### config.mk
export PLATFORM = sky130hd
export DESIGN_NAME = riscv_loader_ctrl
export DESIGN_NICKNAME = d
export VERILOG_FILES = /design/src/rtl/riscv_loader_pkg.sv /design/src/rtl/riscv_loader_ctrl_serializer.sv /design/src/rtl/riscv_loader_ctrl.sv
export SDC_FILE = /design/constraint.sdc
export NUM_CORES = 1
export LEC_CHECK = 0
export CORE_MARGIN = 5
export CORE_UTILIZATION = 55
export DETAILED_ROUTE_END_ITERATION = 8
export PLACE_DENSITY = 0.8
export SKIP_LAST_GASP = 1
export SYNTH_ARGS = -nofsm -noshare
export SYNTH_HDL_FRONTEND = slang
export SYNTH_SLANG_ARGS = --single-unit
### constraint.sdc
create_clock -name clk_user -period 10.45 [get_ports clk_user]
set_input_delay 3.135 -clock clk_user [delete_from_list [all_inputs] [get_ports clk_user]]
set_output_delay 3.135 -clock clk_user [all_outputs]
set_load 0.05 [all_outputs]
### src/rtl/riscv_loader_pkg.sv
// Shared types and constants for the picorv32 boot-load controller.
package riscv_loader_pkg;
  localparam int ADDR_BITS      = 24;
  localparam int LEN_BITS       = 24;
  localparam int BYTES_PER_WORD = 4;
  localparam logic [7:0] MAGIC  = 8'hA5;

  typedef enum logic [2:0] {
    ST_IDLE = 3'd0,
    ST_ADDR = 3'd1,
    ST_DATA = 3'd2,
    ST_DONE = 3'd3,
    ST_RUN  = 3'd4
  } state_t;

  function automatic logic is_magic(input logic [7:0] tag, input logic [7:0] magic);
    return (tag == magic);
  endfunction
endpackage

### src/rtl/riscv_loader_ctrl_serializer.sv
// Word-to-byte serializer: loads a word plus valid-byte count and emits one
// byte per cycle, low byte first, from registered outputs.
module word2byte_serializer #(
  parameter int W     = 32,
  parameter int CNT_W = 3
) (
  input  logic             clk,
  input  logic             reset,
  input  logic             load,
  input  logic [W-1:0]     word,
  input  logic [CNT_W-1:0] nbytes,
  output logic [7:0]       byte_data,
  output logic             valid,
  output logic             last,
  output logic             empty,
  output logic             free_next
);
  logic [W-1:0]     word_r;
  logic [W-1:0]     word_nxt_s;
  logic [CNT_W-1:0] rem_r;
  logic [CNT_W-1:0] rem_nxt_s;
  logic             valid_r;
  logic             last_r;
  logic             empty_r;

  // Next shift-register contents and remaining-byte count
  always_comb begin
    word_nxt_s = word_r;
    rem_nxt_s  = rem_r;
    if (load) begin
      word_nxt_s = word;
      rem_nxt_s  = nbytes;
    end else if (rem_r != CNT_W'(0)) begin
      word_nxt_s = word_r >> 8;
      rem_nxt_s  = rem_r - CNT_W'(1);
    end else begin
      word_nxt_s = word_r;
      rem_nxt_s  = rem_r;
    end
  end

  // Serializer state and its registered status flags
  always_ff @(posedge clk or posedge reset) begin
    if (reset) begin
      word_r  <= '0;
      rem_r   <= CNT_W'(0);
      valid_r <= 1'b0;
      last_r  <= 1'b0;
      empty_r <= 1'b1;
    end else begin
      word_r  <= word_nxt_s;
      rem_r   <= rem_nxt_s;
      valid_r <= (rem_nxt_s != CNT_W'(0));
      last_r  <= (rem_nxt_s == CNT_W'(1));
      empty_r <= (rem_nxt_s == CNT_W'(0));
    end
  end

  // Free next cycle means empty or on the final byte, so a new word can follow gaplessly
  assign free_next = (rem_nxt_s <= CNT_W'(1));
  assign byte_data = word_r[7:0];
  assign valid     = valid_r;
  assign last      = last_r;
  assign empty     = empty_r;
endmodule

### src/rtl/riscv_loader_ctrl.sv
// Boot-load controller: unpacks a header/base/data word stream into byte writes
// on the picorv32 instruction-config port and gates the core reset.
module riscv_loader_ctrl #(
  parameter int         PAYLOAD_BITS = 32,
  parameter int         ADDR_BITS    = 24,
  parameter logic [7:0] MAGIC        = 8'hA5
) (
  input  logic                    clk_user,
  input  logic                    reset,
  input  logic                    ap_start,
  input  logic [PAYLOAD_BITS-1:0] din,
  input  logic                    val_in,
  output logic                    ready_upward,
  output logic [ADDR_BITS-1:0]    instr_config_addr,
  output logic [7:0]              instr_config_din,
  output logic                    instr_config_wr_en,
  output logic                    core_resetn,
  output logic                    busy,
  output logic                    done,
  output logic                    err
);
  import riscv_loader_pkg::*;

  localparam int LW    = LEN_BITS;
  localparam int BPW   = PAYLOAD_BITS / 8;
  localparam int CNT_W = $clog2(BPW + 1);

  state_t             state_r, state_nxt_s;
  logic [LW-1:0]      len_rem_r, len_nxt_s;
  logic [ADDR_BITS-1:0] addr_r;
  logic               ready_r, busy_r, done_r, core_resetn_r, err_r;
  logic               acc_s, hdr_ok_s, load_s, err_nxt_s;
  logic [CNT_W-1:0]   nbytes_s;
  logic               ser_valid_s, ser_last_s, ser_empty_s, ser_free_s;

  assign acc_s    = val_in & ready_r;
  assign hdr_ok_s = is_magic(din[PAYLOAD_BITS-1 -: 8], MAGIC);
  assign load_s   = acc_s & (state_r == ST_DATA);
  assign nbytes_s = (len_rem_r >= LW'(BPW)) ? CNT_W'(BPW) : len_rem_r[CNT_W-1:0];

  word2byte_serializer #(.W(PAYLOAD_BITS), .CNT_W(CNT_W)) u_ser (
    .clk       (clk_user),
    .reset     (reset),
    .load      (load_s),
    .word      (din),
    .nbytes    (nbytes_s),
    .byte_data (instr_config_din),
    .valid     (ser_valid_s),
    .last      (ser_last_s),
    .empty     (ser_empty_s),
    .free_next (ser_free_s)
  );

  // Next state, remaining byte count and header error decode
  always_comb begin
    state_nxt_s = state_r;
    len_nxt_s   = len_rem_r;
    err_nxt_s   = 1'b0;
    case (state_r)
      ST_IDLE: begin
        if (acc_s && hdr_ok_s) begin
          state_nxt_s = ST_ADDR;
          len_nxt_s   = din[LW-1:0];
        end else begin
          err_nxt_s = acc_s;
        end
      end
      ST_ADDR: begin
        if (acc_s) begin
          state_nxt_s = (len_rem_r == LW'(0)) ? ST_DONE : ST_DATA;
        end else begin
          state_nxt_s = ST_ADDR;
        end
      end
      ST_DATA: begin
        if (load_s) begin
          len_nxt_s = len_rem_r - LW'(nbytes_s);
        end else if (ser_valid_s && ser_last_s && (len_rem_r == LW'(0))) begin
          state_nxt_s = ST_DONE;
        end else begin
          state_nxt_s = ST_DATA;
        end
      end
      ST_DONE, ST_RUN: begin
        // A new header in DONE/RUN starts a reload and pulls the core back into reset
        if (acc_s && hdr_ok_s) begin
          state_nxt_s = ST_ADDR;
          len_nxt_s   = din[LW-1:0];
        end else if (state_r == ST_DONE) begin
          err_nxt_s   = acc_s;
          state_nxt_s = ap_start ? ST_RUN : ST_DONE;
        end else begin
          err_nxt_s   = acc_s;
          state_nxt_s = ap_start ? ST_RUN : ST_DONE;
        end
      end
      default: begin
        state_nxt_s = ST_IDLE;
      end
    endcase
  end

  // FSM state, counters and registered outputs
  always_ff @(posedge clk_user or posedge reset) begin
    if (reset) begin
      state_r       <= ST_IDLE;
      len_rem_r     <= LW'(0);
      addr_r        <= ADDR_BITS'(0);
      ready_r       <= 1'b0;
      busy_r        <= 1'b0;
      done_r        <= 1'b0;
      core_resetn_r <= 1'b0;
      err_r         <= 1'b0;
    end else begin
      state_r   <= state_nxt_s;
      len_rem_r <= len_nxt_s;
      if (acc_s && (state_r == ST_ADDR)) begin
        addr_r <= din[ADDR_BITS-1:0];
      end else if (!ser_empty_s) begin
        addr_r <= addr_r + ADDR_BITS'(1);
      end else begin
        addr_r <= addr_r;
      end
      ready_r       <= (state_nxt_s != ST_DATA) || (ser_free_s && (len_nxt_s != LW'(0)));
      busy_r        <= (state_nxt_s == ST_ADDR) || (state_nxt_s == ST_DATA);
      done_r        <= (state_nxt_s == ST_DONE) || (state_nxt_s == ST_RUN);
      core_resetn_r <= (state_nxt_s == ST_RUN);
      err_r         <= err_nxt_s;
    end
  end

  assign ready_upward       = ready_r;
  assign instr_config_addr  = addr_r;
  assign instr_config_wr_en = ser_valid_s;
  assign core_resetn        = core_resetn_r;
  assign busy               = busy_r;
  assign done               = done_r;
  assign err                = err_r;
endmodule
==> results of run 1 <==
## power by group
part           switching [mW]  leakage (nW)  internal, mW  total (mW)
Clock                   0.136         0.107         0.137       0.273
Combinational           0.414          1.34         0.249       0.663
Sequential              0.112          1.23         0.468       0.581
## layout by cell type, fill, tap and decap left out, types with 3 or more instances in the layout
cell type	netlist	layout
nand2_1	110	110
dfrtp_1	93	93
clkdlybuf4s50_1	0	73
o21ai_0	59	59
mux2i_1	29	29
nand3_1	25	25
nor2_1	24	22
nor4_1	21	21
xnor2_1	18	18
nor3_1	17	17
a21oi_1	15	15
inv_1	13	12
clkbuf_8	0	9
xor2_1	8	8
nand4_1	8	8
nor2b_1	7	7
o211ai_1	7	7
and3_1	6	6
or3_1	5	5
o311ai_0	5	5
nand2b_1	4	4
a31oi_1	4	4
a22oi_1	4	4
ha_1	4	4
or2_2	3	3
and2_1	3	3
or4_1	3	3
and3b_1	3	3
a221o_1	3	3
nand3b_1	3	3
a22o_1	3	3
buf_4	9	3
## stage by stage
| stage | util, % | area (um^2) | total power, mW | worst slack (ps) | hold WS, ps |
|---|---|---|---|---|---|
| global route | 66.9 | 6210 | 1.60 | 4170 | 549 |
| floorplan | - | 5250 | 1.05 | 4870 | 466 |
| detailed placement | 64.6 | 5990 | 1.23 | 4070 | 485 |
| CTS | 66.9 | 6210 | 1.51 | 4450 | 509 |
| finish | 66.9 | 6210 | 1.52 | 4410 | 507 |
| global placement | 64.6 | 5990 | 1.22 | 4140 | 482 |
## state kept, by name, summed over array words and instances, names as in the netlist
signal	count
busy	1
core_resetn	1
done	1
err	1
instr_config_addr	24
len_rem_r	24
ready_upward	1
state_r	3
u_ser.empty	1
u_ser.last	1
u_ser.rem_r	3
u_ser.valid	1
u_ser.word_r	32
## kinds of logic (layout without fill, tap and decap cells)
kind of cell	after synthesis	count (layout)	share of synthesized area, %
buf+inv	52	105	4.44
fa+ha+maj	4	4	0.954
other cells	1	1	0.0715
compound gates	121	121	14.5
xor+xnor	26	26	4.34
flops	94	94	44.9
mux	29	29	5.53
simple gates	261	261	25.3
## worst paths after layout
kind / start / to / slack [ps] / cells past startpoint
setup reg to reg: state_r[2] / ready_upward / 6460 / 8
max in group asynchronous: reset / u_ser.word_r[24] / 6140 / 3
min in group asynchronous: reset / len_rem_r[17] / 3090 / 2
hold / removal: u_ser.word_r[25] / u_ser.word_r[25] / 510 / 2
setup / recovery: val_in / ready_upward / 4410 / 9
hold reg to reg: u_ser.word_r[25] / u_ser.word_r[25] / 510 / 2
## worst max-delay path, delay by kind of cell
family	cells	cell delay [ps]
AOI/OAI and AO/OA	2	220
buffers and inverters	1	480
and+or+nand+nor	6	2450
## cell type report
| type | instances | area share (%) |
|---|---|---|
| tap | 129 | 2.60 |
| inverter | 13 | 0.805 |
| timing repair buffer | 76 | 12.1 |
| multi-input combinational | 442 | 43.0 |
| clock inverter | 6 | 1.51 |
| sequential | 94 | 37.9 |
| clock buffer | 10 | 2.05 |
## per-layer routing
layer / routed length [um] / share of wire (%) / global-route usage, %
met5: 0 / 0 / 0
met4: 526 / 3.4 / 12.6
met3: 1320 / 8.5 / 6.06
met2: 7400 / 47 / 43.9
met1: 6360 / 41 / 36.8
==> run metrics, run 1 <==
Ports 74; CP cell instances clkdlybuf4s50_1 > and2_1 > nand4_1 > nor4_1 > nand2_1 > o21ai_0 > or2_2 > nor3b_1 > a21oi_1; Worst Path Required 10690 ps; CTS tree done; CP Capture Type flop; vias after detailed routing 4844; die width 108 um; Hold WC Path Type flop to flop; Clock Path Buffers 2; most frequent cell after synthesis nand2_1; Cells after Synth 588; Max VDD drop 145 uV; status finished clean; Starting Density 56.5%; via/cell ratio 6.29; EDFF count, synth 0; Power Density 244 nW/um^2; largest cells by area after synthesis dfrtp_1 44%, nand2_1 7.9%, o21ai_0 5.6%; Pre-antenna DRT Iters 5; Cells after DPL 754; Port Buffers 73; fillcell total 777; nets 676; all-layer global routing usage 27.9%; largest area contributor in the netlist dfrtp_1; pin count of the biggest net entering global routing 66; Final Instance Count excl. Fillers 770; core area 9280 um^2; Mean Syn Cell Area 8.92 um^2; first-pass GRT wire length 25000 um; Post-CTS Setup Bufs 0; diode count 0; mapped cell area 5250 um^2; Tightest Pin Transition 1140 ps; number of global-route vias before repair 4825; layout cells sized above 1 6.08%; CP arrival 6280 ps; fraction of the yosys area taken by sequential cells 44.9%; Hold Buf Count CTS 0; Final TNS setup 0 ps; critical path class input pin to flop; Root Driver clkbuf_8; Hold Violations, Final 0; CTS Buf Count 9; Max Freq 166 MHz; routability cong. 1.02; die extent in y 108 um; Final Max Tran Viols 0; post-CTS sizing 0; leakage 2.67 nW; Storage cell area 2350 um^2; Post-route DRC 0; # rows 35; DP HPWL 11200 um; crit path max fanout 19; top_reg_cell synth dfrtp_1; Yosys top cell area share 44.4%; Synth async-reset ratio 100%; # clock sinks 94; Post-synth top cells 110 x nand2_1, 93 x dfrtp_1, 59 x o21ai_0; Tmin final 6040 ps; antenna viol nets, final 0; H-tree levels 3; initial detailed-routing violation count 395; initial antenna violation count 0; Max-Cap Viols 0; post-synthesis register bit count 94; skew final 14.7 ps; Crit path largest cell delay 850 ps; final setup vio count 0; Netlist cell types 63; area of the multi-input gates 2680 um^2; GRT overflow 0; Reg clk slew, reported paths 90 ps; Die ar. 11600 um^2; latest clock arrival within the worst-skew pair 370 ps; worst slew margin relative to its limit 23.6%; WL final 15600 um; area grow syn2layout 18.5%; period utilisation layout 57.8%; post-synth net total 628; Setup crit start kind input pin; yosys warns 0; RSZ-0062 raised after global routing false; critical path's slowest cell nor4_1; Routed WL per cell 20.3 um
Note: power is estimated with default switching activity, not from simulation.
==> run 2: changes to the inputs <==
--- a/config.mk
+++ b/config.mk
@@ -6,9 +6,9 @@
 export NUM_CORES = 1
 export LEC_CHECK = 0
 export CORE_MARGIN = 5
-export CORE_UTILIZATION = 55
+export CORE_UTILIZATION = 50
 export DETAILED_ROUTE_END_ITERATION = 8
-export PLACE_DENSITY = 0.8
+export PLACE_DENSITY = 0.77
 export SKIP_LAST_GASP = 1
 export SYNTH_ARGS = -nofsm -noshare
 export SYNTH_HDL_FRONTEND = slang
==> constraint.sdc (replaced) <==
create_clock -name clk_user -period 5.13 [get_ports clk_user]
set_input_delay 1.539 -clock clk_user [delete_from_list [all_inputs] [get_ports clk_user]]
set_output_delay 1.539 -clock clk_user [all_outputs]
set_load 0.05 [all_outputs]
==> run metrics, run 2 (synthesis gave the netlist of run 1 again) <==
status finished clean; Worst Path Required 5380 ps (-5310 ps); antenna viol nets, final 0 (unchanged); final setup vio count 0 (unchanged); DP HPWL 11300 um (+0.49%); GRT met3 Usage 4.42% (-1.6 points); Final Max Tran Viols 0 (unchanged); Tightest Pin Transition 948 ps (-195 ps); RSZ-0062 raised after global routing false; Max VDD drop 267 uV (+84%); period utilisation layout 77.4%; die extent in y 112 um (+4.4%); Port Buffers 73 (unchanged); initial detailed-routing violation count 525 (+33%); Hold Violations, Final 0 (unchanged); # rows 37 (+5.7%); # clock sinks 94 (unchanged); Placement Setup Slack 862 ps (-3210 ps); GRT busiest layer met2; leakage 2.68 nW (+0.41%); area of the multi-input gates 2670 um^2 (-0.19%); Tmin final 3970 ps; layout cells sized above 1 6.51% (+0.43 points); Ports 74 (unchanged); Top reg by flops u_ser.word_r; Clock Path Buffers 2 (unchanged); Final TNS setup 0 ps (unchanged); Routed WL per cell 19.5 um (-3.6%); Hold Buf Count CTS 0 (unchanged); die width 112 um (+4.4%); diode count 0 (unchanged); pin count of the biggest net entering global routing 60 (-9.1%); nets 680 (+0.59%); fillcell total 879 (+13%); post-CTS sizing 0 (unchanged); worst slew margin relative to its limit 36.7% (+13 points); Hold WC Path Type flop to flop; Power Density 489 nW/um^2 (+100%); H-tree levels 3 (unchanged); WL final 15300 um (-2.3%); Post-route DRC 0 (unchanged); Root Driver clkbuf_8; Pre-antenna DRT Iters 6 (+1); met2 usage 38.5% (-5.4 points); skew final 12.6 ps (-2.10 ps); Reg clk slew, reported paths 100 ps (about the same); Max-Cap Viols 0 (unchanged); critical path class input pin to flop; core area 10300 um^2 (+11%); GRT overflow 0 (unchanged); Storage cell area 2350 um^2 (unchanged); vias after detailed routing 4749 (-2.0%); Max Freq 252 MHz; CTS Buf Count 9 (unchanged); first-pass GRT wire length 24600 um (-1.6%); latest clock arrival within the worst-skew pair 360 ps (about the same); fin area 6230 um^2 (+0.32%); commonest non-fill, non-tap cell in the layout nand2_1; initial antenna violation count 1 (+1); max reg flops 32 (unchanged); commonest cells after routing, fill and taps aside 110 x nand2_1, 93 x dfrtp_1, 73 x clkdlybuf4s50_1; Post-CTS Setup Bufs 0 (unchanged); all-layer global routing usage 24.3% (-3.6 points); Setup crit start kind input pin; crit path max fanout 11 (-8); via/cell ratio 6.08 (-3.3%); final worst setup slack 1160 ps (-3250 ps); CP Capture Type flop; number of global-route vias before repair 4590 (-4.9%); area grow syn2layout 18.8%; Die ar. 12600 um^2 (+9.1%); CP arrival 4220 ps (-2060 ps); routability cong. 0.929 (-8.5%); met1 usage 34.0% (-2.8 points); Starting Density 51.0% (-5.5 points); Area after DPL 6030 um^2 (+0.56%); CTS tree done
run 2: changes by cell type in the layout (fill, tap and decap cells not counted), sizes merged:
cell / previous run / this run
inv: 13 / 14
buf: 3 / 7
bufinv: 2 / 1
clkinv: 3 / 2
clkbuf: 10 / 11
run 2: report_power, final:
| group | internal, mW | switching, mW | leakage [nW] |
|---|---|---|---|
| clock network | 0.245 | 0.272 | 0.102 |
| logic | 0.510 | 0.838 | 1.36 |
| registers | 0.954 | 0.233 | 1.23 |
| total | 1.71 | 1.34 | 2.68 |
run 2: metrics by stage:
step | total power [mW] | instances | hold slack [ps] | utilization [%]
after global routing | 3.23 | 781 | 545 | 60.7
final | 3.05 | 781 | 516 | 60.7
after detailed placement | 2.52 | 765 | 499 | 58.6
after CTS | 3.04 | 781 | 521 | 60.7
after floorplan | 2.14 | 588 | 466 | -
after global placement | 2.50 | 765 | 487 | 58.6
run 2: layer usage:
| metal | up-vias | part of all wire (%) |
|---|---|---|
| met3 | 41 | 8.4 |
| met2 | 213 | 47 |
| met1 | 2281 | 42 |
| met4 | 2 | 3.1 |
| met5 | - | 0.085 |
| li1 | 2212 | - |
run 2: critical path, cell delays in order:
cell	delay, ps
clkdlybuf4s50_1	420
and4bb_2	420
nand4_1	180
and3_1	390
a22o_1	280
or3_1	350
nand4b_1	250
nor4_2	280
a21oi_1	90
run 2: final cells by class:
| type | count | area share [%] |
|---|---|---|
| Clock inverter | 5 | 1.06 |
| Sequential cell | 94 | 37.7 |
| Tap cell | 136 | 2.73 |
| Timing Repair Buffer | 80 | 12.6 |
| Multi-Input combinational cell | 442 | 42.8 |
| Inverter | 13 | 0.803 |
| Clock buffer | 11 | 2.27 |
run 2: final timing paths:
check                                 start              endpoint  slack [ps]  cells after the start
max in group asynchronous             reset       u_ser.word_r[9]        2630                      3
setup reg to reg              len_rem_r[10]          ready_upward        1660                     11
hold reg to reg            u_ser.word_r[29]      u_ser.word_r[29]         520                      2
setup / recovery                    din[30]          ready_upward        1160                      9
hold / removal             u_ser.word_r[29]      u_ser.word_r[29]         520                      2
min in group asynchronous             reset  instr_config_addr[7]        1670                      2
==> run 3: changes to the inputs <==
--- a/config.mk
+++ b/config.mk
@@ -6,9 +6,9 @@
 export NUM_CORES = 1
 export LEC_CHECK = 0
 export CORE_MARGIN = 5
-export CORE_UTILIZATION = 50
+export CORE_UTILIZATION = 55
 export DETAILED_ROUTE_END_ITERATION = 8
-export PLACE_DENSITY = 0.77
+export PLACE_DENSITY = 0.8
 export SKIP_LAST_GASP = 1
 export SYNTH_ARGS = -nofsm -noshare
 export SYNTH_HDL_FRONTEND = slang
==> constraint.sdc (replaced) <==
create_clock -name clk_user -period 3.9 [get_ports clk_user]
set_input_delay 1.17 -clock clk_user [delete_from_list [all_inputs] [get_ports clk_user]]
set_output_delay 1.17 -clock clk_user [all_outputs]
set_load 0.05 [all_outputs]
==> run metrics, run 3 (synthesis gave the netlist of run 1 again) <==
Crit path largest cell delay 420 ps (about the same); vias after detailed routing 4888 (+2.9%); layout cells sized above 1 8.64% (+2.1 points); Die ar. 11600 um^2 (-8.3%); commonest cells after routing, fill and taps aside 110 x nand2_1, 93 x dfrtp_1, 73 x clkdlybuf4s50_1; CP Capture Type flop; max reg flops 32 (unchanged); Hold Startpoint u_ser.word_r[31]; final setup vio count 0 (unchanged); Post-CTS Setup Bufs 0 (unchanged); Final Max Tran Viols 0 (unchanged); initial antenna violation count 0 (-1); diode count 0 (unchanged); CTS tree done; number of global-route vias before repair 4666 (+1.7%); CP cell instances clkdlybuf4s50_1 > and4bb_2 > nand4_1 > and3_1 > buf_4 > a221o_2 > nor4_1 > and4b_1 > a21oi_1; nets 695 (+2.2%); Hold Violations, Final 0 (unchanged); core area 9280 um^2 (-9.7%); period utilisation layout 89.9%; DP HPWL 11500 um (+2.0%); Max-Cap Viols 0 (unchanged); all-layer global routing usage 28.0% (+3.7 points); GRT overflow 0 (unchanged); Clock Path Buffers 2 (unchanged); hold path depth 2 (unchanged); skew final 13.8 ps (+1.18 ps); beginning of the critical path din[25]; CP arrival 3740 ps (-480 ps); first-pass GRT wire length 25100 um (+2.0%); Tmin final 3510 ps; latest clock arrival within the worst-skew pair 370 ps (about the same); via/cell ratio 6.20 (+1.9%); pin count of the biggest net entering global routing 95 (+58%); Max Freq 285 MHz; die extent in y 108 um (-4.2%); WL final 15700 um (+2.6%); Hold WC Path Type flop to flop; die width 108 um (-4.2%); leakage 2.75 nW (+2.7%); Root Driver clkbuf_8; Setup crit start kind input pin; Power Density 636 nW/um^2 (+30%); R2R cell count 11 (unchanged); post-CTS sizing 0 (unchanged); critical path class input pin to flop; Ports 74 (unchanged); # clock sinks 94 (unchanged); hold slack 513 ps (-3.05 ps); initial detailed-routing violation count 500 (-4.8%); H-tree levels 3 (unchanged); Top reg by flops u_ser.word_r; Max VDD drop 400 uV (+50%); commonest non-fill, non-tap cell in the layout nand2_1; crit path max fanout 10 (-1); Starting Density 56.5% (+5.5 points); RSZ-0062 raised after global routing false; Port Buffers 73 (unchanged); worst reg2reg path startpoint len_rem_r[22]; routability cong. 0.944 (+1.7%); # rows 35 (-5.4%); CTS Buf Count 9 (unchanged); Reg clk slew, reported paths 90 ps (about the same); Routed WL per cell 19.8 um (+1.6%); critical path's slowest cell clkdlybuf4s50_1; Post-route DRC 0 (unchanged); Hold Buf Count CTS 0 (unchanged); status finished clean; Final TNS setup 0 ps (unchanged); Pre-antenna DRT Iters 6 (unchanged); Tightest Pin Transition 732 ps (-217 ps); Worst Path Required 4130 ps (-1250 ps); worst slew margin relative to its limit 51.0% (+14 points); antenna viol nets, final 0 (unchanged); area grow syn2layout 20.6%
run 3: cell count changes in the layout (fill, tap and decap cells not counted), sizes merged:
cell,change
inv,+1
buf,+15
bufinv,-1
clkinvlp,-1
clkinv,+1
run 3: metrics by stage:
stage | power (mW) | instances | area (um^2) | util, % | setup WS [ps]
after floorplan | 2.81 | 588 | 5250 | - | 283
after global placement | 3.34 | 773 | 6140 | 66.2 | 117
after detailed placement | 3.38 | 773 | 6140 | 66.2 | 53.4
after CTS | 4.01 | 789 | 6320 | 68.1 | 433
after global routing | 4.27 | 789 | 6320 | 68.1 | 276
final | 4.03 | 789 | 6320 | 68.1 | 393
run 3: metal layers:
layer  routed length [um]  GRT usage, %  up-vias
li1                     -             -     2240
met1                 6550          40.4     2319
met2                 7210          43.6      283
met3                 1470          4.50       46
met4                  428          8.03        0
met5                    0             0        -
run 3: worst paths after layout:
kind                            slack, ps              endpoint
worst min register to register        510      u_ser.word_r[31]
worst min-delay path                  510      u_ser.word_r[31]
worst max-delay path                  390          ready_upward
max in group asynchronous            2250           u_ser.empty
worst max register to register        770          ready_upward
min in group asynchronous            1180  instr_config_addr[2]
run 3: power by group:
part           leakage (nW)  internal [mW]  total [mW]  switching (mW)
clock                0.0947          0.257       0.621           0.364
combinational          1.43          0.718        1.85            1.13
sequential             1.23           1.25        1.55           0.297
run 3: final cells by class:
type | instances | area, um^2
clock buffer | 11 | 141
clock inverter | 5 | 40.0
fill | 771 | 2960
inverter | 13 | 50.0
multi-input combinational | 442 | 2670
sequential | 94 | 2350
tap | 129 | 161
timing repair buffer | 95 | 908
run 3: critical path: cells and delay by family:
kind / cells / cell delay, ps
simple gates: 5 / 1480
buf+inv: 2 / 620
compound gates: 2 / 450
